## config.mk

```make
export PLATFORM = sky130hd
export DESIGN_NAME = cp0_exception_unit
export DESIGN_NICKNAME = d
export VERILOG_FILES = /design/src/rtl/cp0_pkg.sv /design/src/rtl/cp0_exc_priority.sv /design/src/rtl/cp0_exception_unit.sv
export SDC_FILE = /design/constraint.sdc
export NUM_CORES = 1
export LEC_CHECK = 0
export CAP_MARGIN = 20
export CORE_ASPECT_RATIO = 1.1
export CORE_MARGIN = 2
export CORE_UTILIZATION = 31
export DETAILED_ROUTE_END_ITERATION = 8
export PLACE_DENSITY = 0.77
export SLEW_MARGIN = 5
export SYNTH_ARGS = -nofsm -noshare
export SYNTH_HDL_FRONTEND = slang
export SYNTH_SLANG_ARGS = --single-unit
```

## constraint.sdc

```tcl
create_clock -name clk -period 1.4 [get_ports clk]
set_input_delay 0.28 -clock clk [delete_from_list [all_inputs] [get_ports clk]]
set_output_delay 0.28 -clock clk [all_outputs]
set_load 0.01 [all_outputs]
```

## src/rtl/cp0_pkg.sv

```systemverilog
// Shared CP0 definitions: register numbers, exception codes, handler FSM
// state encoding and the default exception vector. The exception unit and
// the CP0 read mux both import this package, so register numbers are
// defined in one place.
package cp0_pkg;

    // CP0 register numbers, as seen by mtc0/mfc0.
    localparam logic [4:0] CP0_REG_STATUS = 5'd12;
    localparam logic [4:0] CP0_REG_CAUSE  = 5'd13;
    localparam logic [4:0] CP0_REG_EPC    = 5'd14;

    // Cause.ExcCode values.
    localparam logic [4:0] EXC_INT = 5'd0;
    localparam logic [4:0] EXC_SYS = 5'd8;
    localparam logic [4:0] EXC_RI  = 5'd10;
    localparam logic [4:0] EXC_OV  = 5'd12;

    // Default PC loaded on exception entry.
    localparam logic [31:0] CP0_HANDLER_ADDR = 32'h0000_0080;

    // Handler FSM: either running normal code or inside the handler.
    typedef enum logic {
        ST_NORMAL  = 1'b0,
        ST_HANDLER = 1'b1
    } cp0_state_e;

endpackage

```

## src/rtl/cp0_exc_priority.sv

```systemverilog
// Combinational exception priority encoder.
// Ports:
//   exc_illegal, exc_overflow, exc_syscall : synchronous exception sources
//   int_pending                            : interrupt already qualified by IE
//   event_valid                            : at least one source is active
//   exc_code                               : ExcCode of the winning source
// Priority, highest first: illegal > overflow > syscall > interrupt.
module cp0_exc_priority
    import cp0_pkg::*;
(
    input  logic       exc_illegal,
    input  logic       exc_overflow,
    input  logic       exc_syscall,
    input  logic       int_pending,
    output logic       event_valid,
    output logic [4:0] exc_code
);

    // NOTE: every output gets a default first, so no path through the
    // if-chain leaves a value unassigned and no latch is inferred.
    always_comb begin
        event_valid = 1'b1;
        exc_code    = EXC_INT;
        if (exc_illegal) begin
            exc_code = EXC_RI;
        end else if (exc_overflow) begin
            exc_code = EXC_OV;
        end else if (exc_syscall) begin
            exc_code = EXC_SYS;
        end else if (int_pending) begin
            exc_code = EXC_INT;
        end else begin
            event_valid = 1'b0;
        end
    end

endmodule

```

## src/rtl/cp0_exception_unit.sv

```systemverilog
// Coprocessor-0 exception/interrupt unit. Owns Cause (reg 13), EPC (reg 14)
// and Status.IE, decides exception entry and issues one-cycle PC redirect
// pulses for exception entry and eret.
// Ports:
//   clk, rst          : clock, synchronous active-high reset
//   int_Req           : external interrupt request (level, async)
//   exc_Illegal/Overflow/Syscall : exception sources for this cycle
//   pc_Current        : PC of the instruction raising/receiving the event
//   mtc0_En/Sel/Data  : mtc0 write port (Status.IE and EPC are writable)
//   eret              : eret instruction executing
//   cause_Out, epc_Out, int_Enable_Out : register contents for the read mux
//   take_Exception    : one-cycle pulse, redirect PC to handler_Addr
//   handler_Addr      : exception vector
//   eret_Redirect     : one-cycle pulse, redirect PC to epc_Out
module cp0_exception_unit
    import cp0_pkg::*;
#(
    parameter logic [31:0] HANDLER_ADDR = CP0_HANDLER_ADDR,
    parameter int          IP_BIT       = 10
) (
    input  logic        clk,
    input  logic        rst,
    input  logic        int_Req,
    input  logic        exc_Illegal,
    input  logic        exc_Overflow,
    input  logic        exc_Syscall,
    input  logic [31:0] pc_Current,
    input  logic        mtc0_En,
    input  logic [4:0]  mtc0_Sel,
    input  logic [31:0] mtc0_Data,
    input  logic        eret,
    output logic [31:0] cause_Out,
    output logic [31:0] epc_Out,
    output logic        int_Enable_Out,
    output logic        take_Exception,
    output logic [31:0] handler_Addr,
    output logic        eret_Redirect
);

    cp0_state_e  state_q;
    logic        pend_q;
    logic        ie_q;
    logic [4:0]  exc_code_q;
    logic [31:0] epc_q;
    logic        take_q;
    logic        eret_q;

    logic        event_valid;
    logic [4:0]  event_code;

    // The interrupt qualifier uses the registered IE, so an mtc0 IE write
    // only affects interrupt decisions from the following edge onwards.
    cp0_exc_priority u_priority (
        .exc_illegal  (exc_Illegal),
        .exc_overflow (exc_Overflow),
        .exc_syscall  (exc_Syscall),
        .int_pending  (pend_q & ie_q),
        .event_valid  (event_valid),
        .exc_code     (event_code)
    );

    // NOTE: sequential state uses non-blocking assignments only; several
    // writes to epc_q below rely on "last assignment wins" ordering.
    always_ff @(posedge clk) begin
        if (rst) begin
            state_q    <= ST_NORMAL;
            pend_q     <= 1'b0;
            ie_q       <= 1'b0;
            exc_code_q <= EXC_INT;
            epc_q      <= '0;
            take_q     <= 1'b0;
            eret_q     <= 1'b0;
        end else begin
            // Synchroniser stage for the asynchronous interrupt line.
            pend_q <= int_Req;
            take_q <= 1'b0;
            eret_q <= 1'b0;

            if (mtc0_En && mtc0_Sel == CP0_REG_STATUS) begin
                ie_q <= mtc0_Data[0];
            end
            if (mtc0_En && mtc0_Sel == CP0_REG_EPC) begin
                epc_q <= mtc0_Data;
            end

            if (state_q == ST_NORMAL) begin
                // Exception capture comes after the mtc0 write so it wins
                // on a same-edge conflict; eret is ignored in this state.
                if (event_valid) begin
                    epc_q      <= pc_Current;
                    exc_code_q <= event_code;
                    state_q    <= ST_HANDLER;
                    take_q     <= 1'b1;
                end
            end else begin
                // No nesting: exceptions and interrupts are ignored here.
                if (eret) begin
                    state_q <= ST_NORMAL;
                    eret_q  <= 1'b1;
                end
            end
        end
    end

    always_comb begin
        cause_Out         = '0;
        cause_Out[6:2]    = exc_code_q;
        cause_Out[IP_BIT] = pend_q;
    end

    assign epc_Out        = epc_q;
    assign int_Enable_Out = ie_q;
    assign take_Exception = take_q;
    assign eret_Redirect  = eret_q;
    assign handler_Addr   = HANDLER_ADDR;

endmodule

```

Word-level counts from Yosys, hierarchy flattened
Cells that the tools add are included.

Flip-flop bits (word level): 42. Bits of input ports: 77. Output and inout port bits: 99. Word-level logic and storage cells: 30.

Equal/unequal tests: 2. Muxes and demuxes: 14. Bitwise operators: 2. Reduce and logical (&&, ||, !) cells: 5.

Operators with widths (number): 32-bit two-way mux (3); 5-bit by 4-bit equality test with 1-bit output (second input constant) (2); 5-bit two-way mux (2); 1-bit two-way mux (8); 4-bit two-way mux (1); 2-bit OR reduction (2); 1-bit logical AND (2); 2-bit AND reduction (1); 1-bit AND (1); 1-bit inverter (1).

Depth between registers and ports, before layout
Word-level depth: 7. Gate-level depth with buffers: 5.

Cells and area by module
Synthesis repeated with hierarchy kept, for this count alone.

Cell total of the unflattened synthesis: 299. Area, all modules: 2507.4 sq um.

By module, submodules not included: cp0_exception_unit (instances 1, cells each 292, area each 2461.1 sq um, sequential area each 840.8 sq um); cp0_exc_priority (instances 1, cells each 7, area each 46.3 sq um, sequential area each 0.0 sq um).

Worst setup path before layout
OpenSTA, ideal clock, no wires.

Kind: register to register. Start: register pend_q. End: register epc_q[4] (netlist: epc_Out[4]). Data arrival time: 1.365 ns. Path slack: -0.101 ns. Cell stages (with the launch flop): 6. Path buffers: 2. Clock period less this slack: 1.501 ns. Cell sequence: dfxtp_1 > a2111oi_4 > or2_1 > buf_6 > buf_8 > a311oi_2.

Longest elaborated chain between the ends: 7.

RTL lines: start, declared (line cp0_exception_unit.sv:41) `logic pend_q;`; start signal, assigned (line cp0_exception_unit.sv:75) `pend_q <= int_Req;`; 1-bit AND (line cp0_exception_unit.sv:57) `.int_pending (pend_q & ie_q),`; 1-bit two-way mux (line cp0_exc_priority.sv:30) `end else if (int_pending) begin`; 1-bit two-way mux (line cp0_exc_priority.sv:28) `end else if (exc_syscall) begin`; 1-bit two-way mux (line cp0_exc_priority.sv:26) `end else if (exc_overflow) begin`; 1-bit two-way mux (line cp0_exc_priority.sv:24) `if (exc_illegal) begin`; 32-bit two-way mux (line cp0_exception_unit.sv:89) `if (event_valid) begin`; 32-bit two-way mux (line cp0_exception_unit.sv:86) `if (state_q == ST_NORMAL) begin`; end signal, assigned (line cp0_exception_unit.sv:83) `epc_q <= mtc0_Data;`; end signal, assigned (line cp0_exception_unit.sv:90) `epc_q <= pc_Current;`; end, declared (line cp0_exception_unit.sv:44) `logic [31:0] epc_q;`.

No other way between the ends. A chain may end at the register's enable or synchronous reset.

Worst setup path in the final report
Start: input mtc0_Sel[1]. End: register epc_q[31] (netlist: epc_Out[31]).

Longest elaborated chain between the ends: 5.

RTL lines: start, declared (line cp0_exception_unit.sv:29) `input logic [4:0] mtc0_Sel,`; 5-bit by 4-bit equality test with 1-bit output (*) (line cp0_exception_unit.sv:82) `if (mtc0_En && mtc0_Sel == CP0_REG_EPC) begin`; 1-bit logical AND (*) (line cp0_exception_unit.sv:82); 32-bit two-way mux (*) (line cp0_exception_unit.sv:82); 32-bit two-way mux (line cp0_exception_unit.sv:89); 32-bit two-way mux (*) (line cp0_exception_unit.sv:86).

Every way passes the cells marked *; elsewhere a longest branch is shown, timed or not.

==> metrics.log <==
INFO  metric outcome = finished, violations left
INFO  metric failing_checks = setup timing
INFO  metric clock_tree.root_cell = sky130_fd_sc_hd__clkbuf_8
INFO  metric max_cap_violations = 0
INFO  metric timing.rr.end = epc_Out[10]
INFO  metric cts.sink_count = 40
INFO  metric place_congestion = 0.7865
INFO  metric tritoncts = yes
INFO  metric slowest_delay = 510 ps
INFO  metric worst-endpoint-arrival = about 1700 ps
INFO  metric timing.final.max_slew_violations = 0
INFO  metric power_frac_comb = 0.325
INFO  metric initial_antenna_violation_count = 0
INFO  metric io-pin-count = 176
INFO  metric synth.yosys.warnings = 0
INFO  metric power.leakage = 1.522 nW
INFO  metric seq_power_share = 0.416
INFO  metric synthXorXnorAreaFrac = 0
INFO  metric globalRouteOverflowTotal = 0
INFO  metric drt-total-wl = between 8 and 9 mm
INFO  metric layout_setup_ws = -105.1 ps
INFO  metric final_hold_viol_count = 0
INFO  metric layout-area-overhead-vs-synth = 56.29%
INFO  metric cts_max_level = 2
INFO  metric layout.cell_area.non_filler = 0.003780 mm2
INFO  metric synth_top_family_by_area = buffers and inverters
INFO  metric hold-path-endpoint = state_q
INFO  metric worst_hold_path_type = input pin to flop
INFO  metric power_density = 821.9 mW/mm2
INFO  metric cpMaxStageDelayCell = sky130_fd_sc_hd__clkdlybuf4s50_1
INFO  metric drt_iter0_drc = 102
INFO  metric cts-buffers-inserted = 5
INFO  metric ant_nets = 0
INFO  metric worst_path_top_cell_family_by_delay = buffers and inverters
INFO  metric placed_cells = 497
INFO  metric hold_depth = 3
INFO  metric finalHoldWorstSlack = 426.0 ps
INFO  metric overall_die_height = 96.64 um
INFO  metric global_routing_usage_summed_across_all_routing_layers = 0.1817
INFO  metric synth-seq-cells = 40
INFO  metric worstPathRequired = 1590 ps
INFO  metric fin_crit_sh = 1.075
INFO  metric arithmetic_cell_share_of_the_synthesized_area_counting_full_adders_half_adders_and_majority_gates = 0
INFO  metric ys_top_cells_by_area = sky130_fd_sc_hd__dfxtp_1 (33%), sky130_fd_sc_hd__buf_4 (19%), sky130_fd_sc_hd__a311oi_1 (9.8%)
INFO  metric grt_start_max_net_pins = 41
INFO  metric path_class = input pin to flop
INFO  metric r2r-start = int_Enable_Out
INFO  metric critical_path.endpoint_type = flop
INFO  metric path_max_fanout = 12
INFO  metric hp-start = rst
INFO  metric vias = ~2600
INFO  metric clock_path_buffers = 2
INFO  metric net-switching-power = 926.8 uW
INFO  metric clockPowerShare = 0.259
INFO  metric wl_per_cell = 15.65 um
INFO  metric setup_total_negative_slack = -2495 ps
INFO  metric placement.cell_area = 0.003516 mm2
INFO  metric synthesis.area_per_instance = ~8.4 um2
INFO  metric post_layout_cell_count = 514
INFO  metric synth-seq-area-share = 0.3311
INFO  metric placement_rows = 33
INFO  metric start_kind = input pin
INFO  metric floorplan.initialDensity = 0.3218
INFO  metric layout_cell_share_with_drive_strength_beyond_1 = 0.1467
INFO  metric numnets_final = 485
INFO  metric total_core_area = 0.007515 mm2
INFO  metric number_of_global_route_vias_before_repair = 2441
INFO  metric dp.final_hpwl = 5.367 mm
INFO  metric yosysTopAreaCell = sky130_fd_sc_hd__dfxtp_1
INFO  metric clock_skew = 5.726 ps
INFO  metric syn_inst = 287
INFO  metric nFillCells = between 700 and 800
INFO  metric synth.lib_cells_used.distinct = 28
INFO  metric die-area = 0.008525 mm2
INFO  metric clock_insertion_delay_worst_skew = 290 ps
INFO  metric cts.reportedPaths.clkPinSlew = 80 ps
INFO  metric grt_pass1_wl = ~12 mm
INFO  metric synth_compound_gate_area_share = 0.2266
INFO  metric vdd_drop_max = 0.3394 mV
INFO  metric synth_top_area_share = 0.3311
INFO  metric drt-pass1-iter-count = 4
INFO  metric setup_viol = 34
INFO  metric insertedDiodeCount = 0
INFO  metric die_extent_in_x = a little under 90 um
INFO  metric upper_clock_frequency_limit = 0.6644 GHz
INFO  metric mappedNetlistArea = 0.002419 mm2
INFO  metric timing.final.crit_period = between 1500 and 2000 ps
INFO  metric worstPathBufferInverterCount = 2
INFO  metric r2r.worst_path.cells = 6
INFO  metric internal_power = 2.180 mW
INFO  metric remaining_drc_errors = 0
INFO  metric setup.reg_to_reg.worst_slack = -100 ps
INFO  metric synthSimpleGateAreaFrac = 0.1769
INFO  metric crit_chain = clkdlybuf4s50_1 -> and4b_2 -> buf_12 -> nand3_1 -> a311oi_1
INFO  metric detailedPlace.worstSlack = -526.8 ps
INFO  metric place.port_buffers = between 100 and 150
INFO  metric setup_repair_after_global_routing_missed_its_margin = true
INFO  metric synth_mux_area_frac = 0
INFO  metric via_per_inst = 5.021
INFO  metric netSwitchingFraction = 0.2983
==> per-stage QoR <==
stage,util,power [mW]
after floorplan,-,1.869
after global placement,0.4679,2.263
after detailed placement,0.4679,2.277
after CTS,0.4935,3.098
after global routing,0.5030,3.257
final,0.5030,3.107
==> synthesized netlist by cell type, drive strengths merged <==
master    n
a31o      1
or3b      1
buf      74
a21oi     5
nor4b     1
nand3    32
and4b     1
nor2b     2
nor3     33
nand2     1
nand4     1
and3b     1
dfxtp    40
nor2      1
nand4b    1
o21ai    35
a2111oi   1
a311oi   32
or2       2
clkbuf   16
conb      2
nand2b    3
inv       1
==> state kept, by name, indices dropped and copies added (netlist names) <==
register and count:
int_Enable_Out 1, eret_Redirect 1, epc_Out 32, pend_q 1, take_Exception 1, exc_code_q 3, state_q 1
==> worst max-delay path by stage <==
stage	from	endpoint	slack [ps]	cells after the start
2_1_floorplan	pend_q	epc_Out[4]	-90	5
3_3_place_gp	exc_Syscall	epc_Out[10]	-430	5
3_5_place_dp	exc_Syscall	epc_Out[31]	-530	5
4_1_cts	pend_q	epc_Out[14]	-100	5
5_1_grt	int_Enable_Out	epc_Out[20]	-170	5
6_report	mtc0_Sel[1]	epc_Out[31]	-110	5
==> power groups by stage <==
stage	sequential, mW	clock [mW]	combinational [mW]
after floorplan	1.36	0	0.504
after global placement	1.32	0	0.942
after detailed placement	1.32	0	0.955
after CTS	1.29	0.835	0.970
after global routing	1.31	0.868	1.08
final	1.29	0.805	1.01
==> repair_timing <==
| item | 4_1_cts | 5_1_grt |
|---|---|---|
| buffers inserted | 4 | 1 |
| hold buffers | 0 | 0 |
| cloned | 5 | 1 |
| pin swaps | 6 | 23 |
| setup endpoints to repair | 75 | 36 |
| resized for setup | 52 | 16 |
==> worst reg2reg max path: cells and delay by family (launching register included) <==
family	cells	cell delay, ps
flip-flops	1	340
AO/OA/AOI/OAI	2	460
AND/OR/NAND/NOR	1	130
buffers and inverters	3	450
==> layer usage <==
metal	vias up	GRT usage	wire length (um)
li1	1176	-	-
met5	-	0	0
met2	172	0.3077	3897
met4	0	0.06993	144
met3	12	0.03840	776
met1	1221	0.2209	3224
==> cell usage in the layout (no fill, tap or decap), types with 6 or more instances in the layout <==
cell type	n
sky130_fd_sc_hd__buf_12	7
sky130_fd_sc_hd__dlygate4sd2_1	44
sky130_fd_sc_hd__buf_4	18
sky130_fd_sc_hd__nor3_1	32
sky130_fd_sc_hd__conb_1	60
sky130_fd_sc_hd__dfxtp_1	38
sky130_fd_sc_hd__nand3_1	32
sky130_fd_sc_hd__a311oi_1	24
sky130_fd_sc_hd__clkbuf_8	6
sky130_fd_sc_hd__o21ai_0	33
sky130_fd_sc_hd__a311oi_2	8
sky130_fd_sc_hd__clkdlybuf4s50_1	70
==> cell families (layout without fill, tap and decap cells) <==
| family | after synthesis | after routing |
|---|---|---|
| compound gates | 74 | 74 |
| buf+inv | 91 | 155 |
| flops | 40 | 40 |
| other cells | 2 | 60 |
| simple gates | 80 | 80 |
==> area by class of cell <==
class                           count  area, um2  area share
Multi-Input combinational cell    214       1246      0.3297
Clock buffer                        8      90.09     0.02383
Timing Repair Buffer              146       1505      0.3982
Tap cell                          105      131.4     0.03476
Inverter                            1      3.754   0.0009930
Sequential cell                    40      803.3      0.2125
No activity file was read; power rests on OpenSTA's default activity.
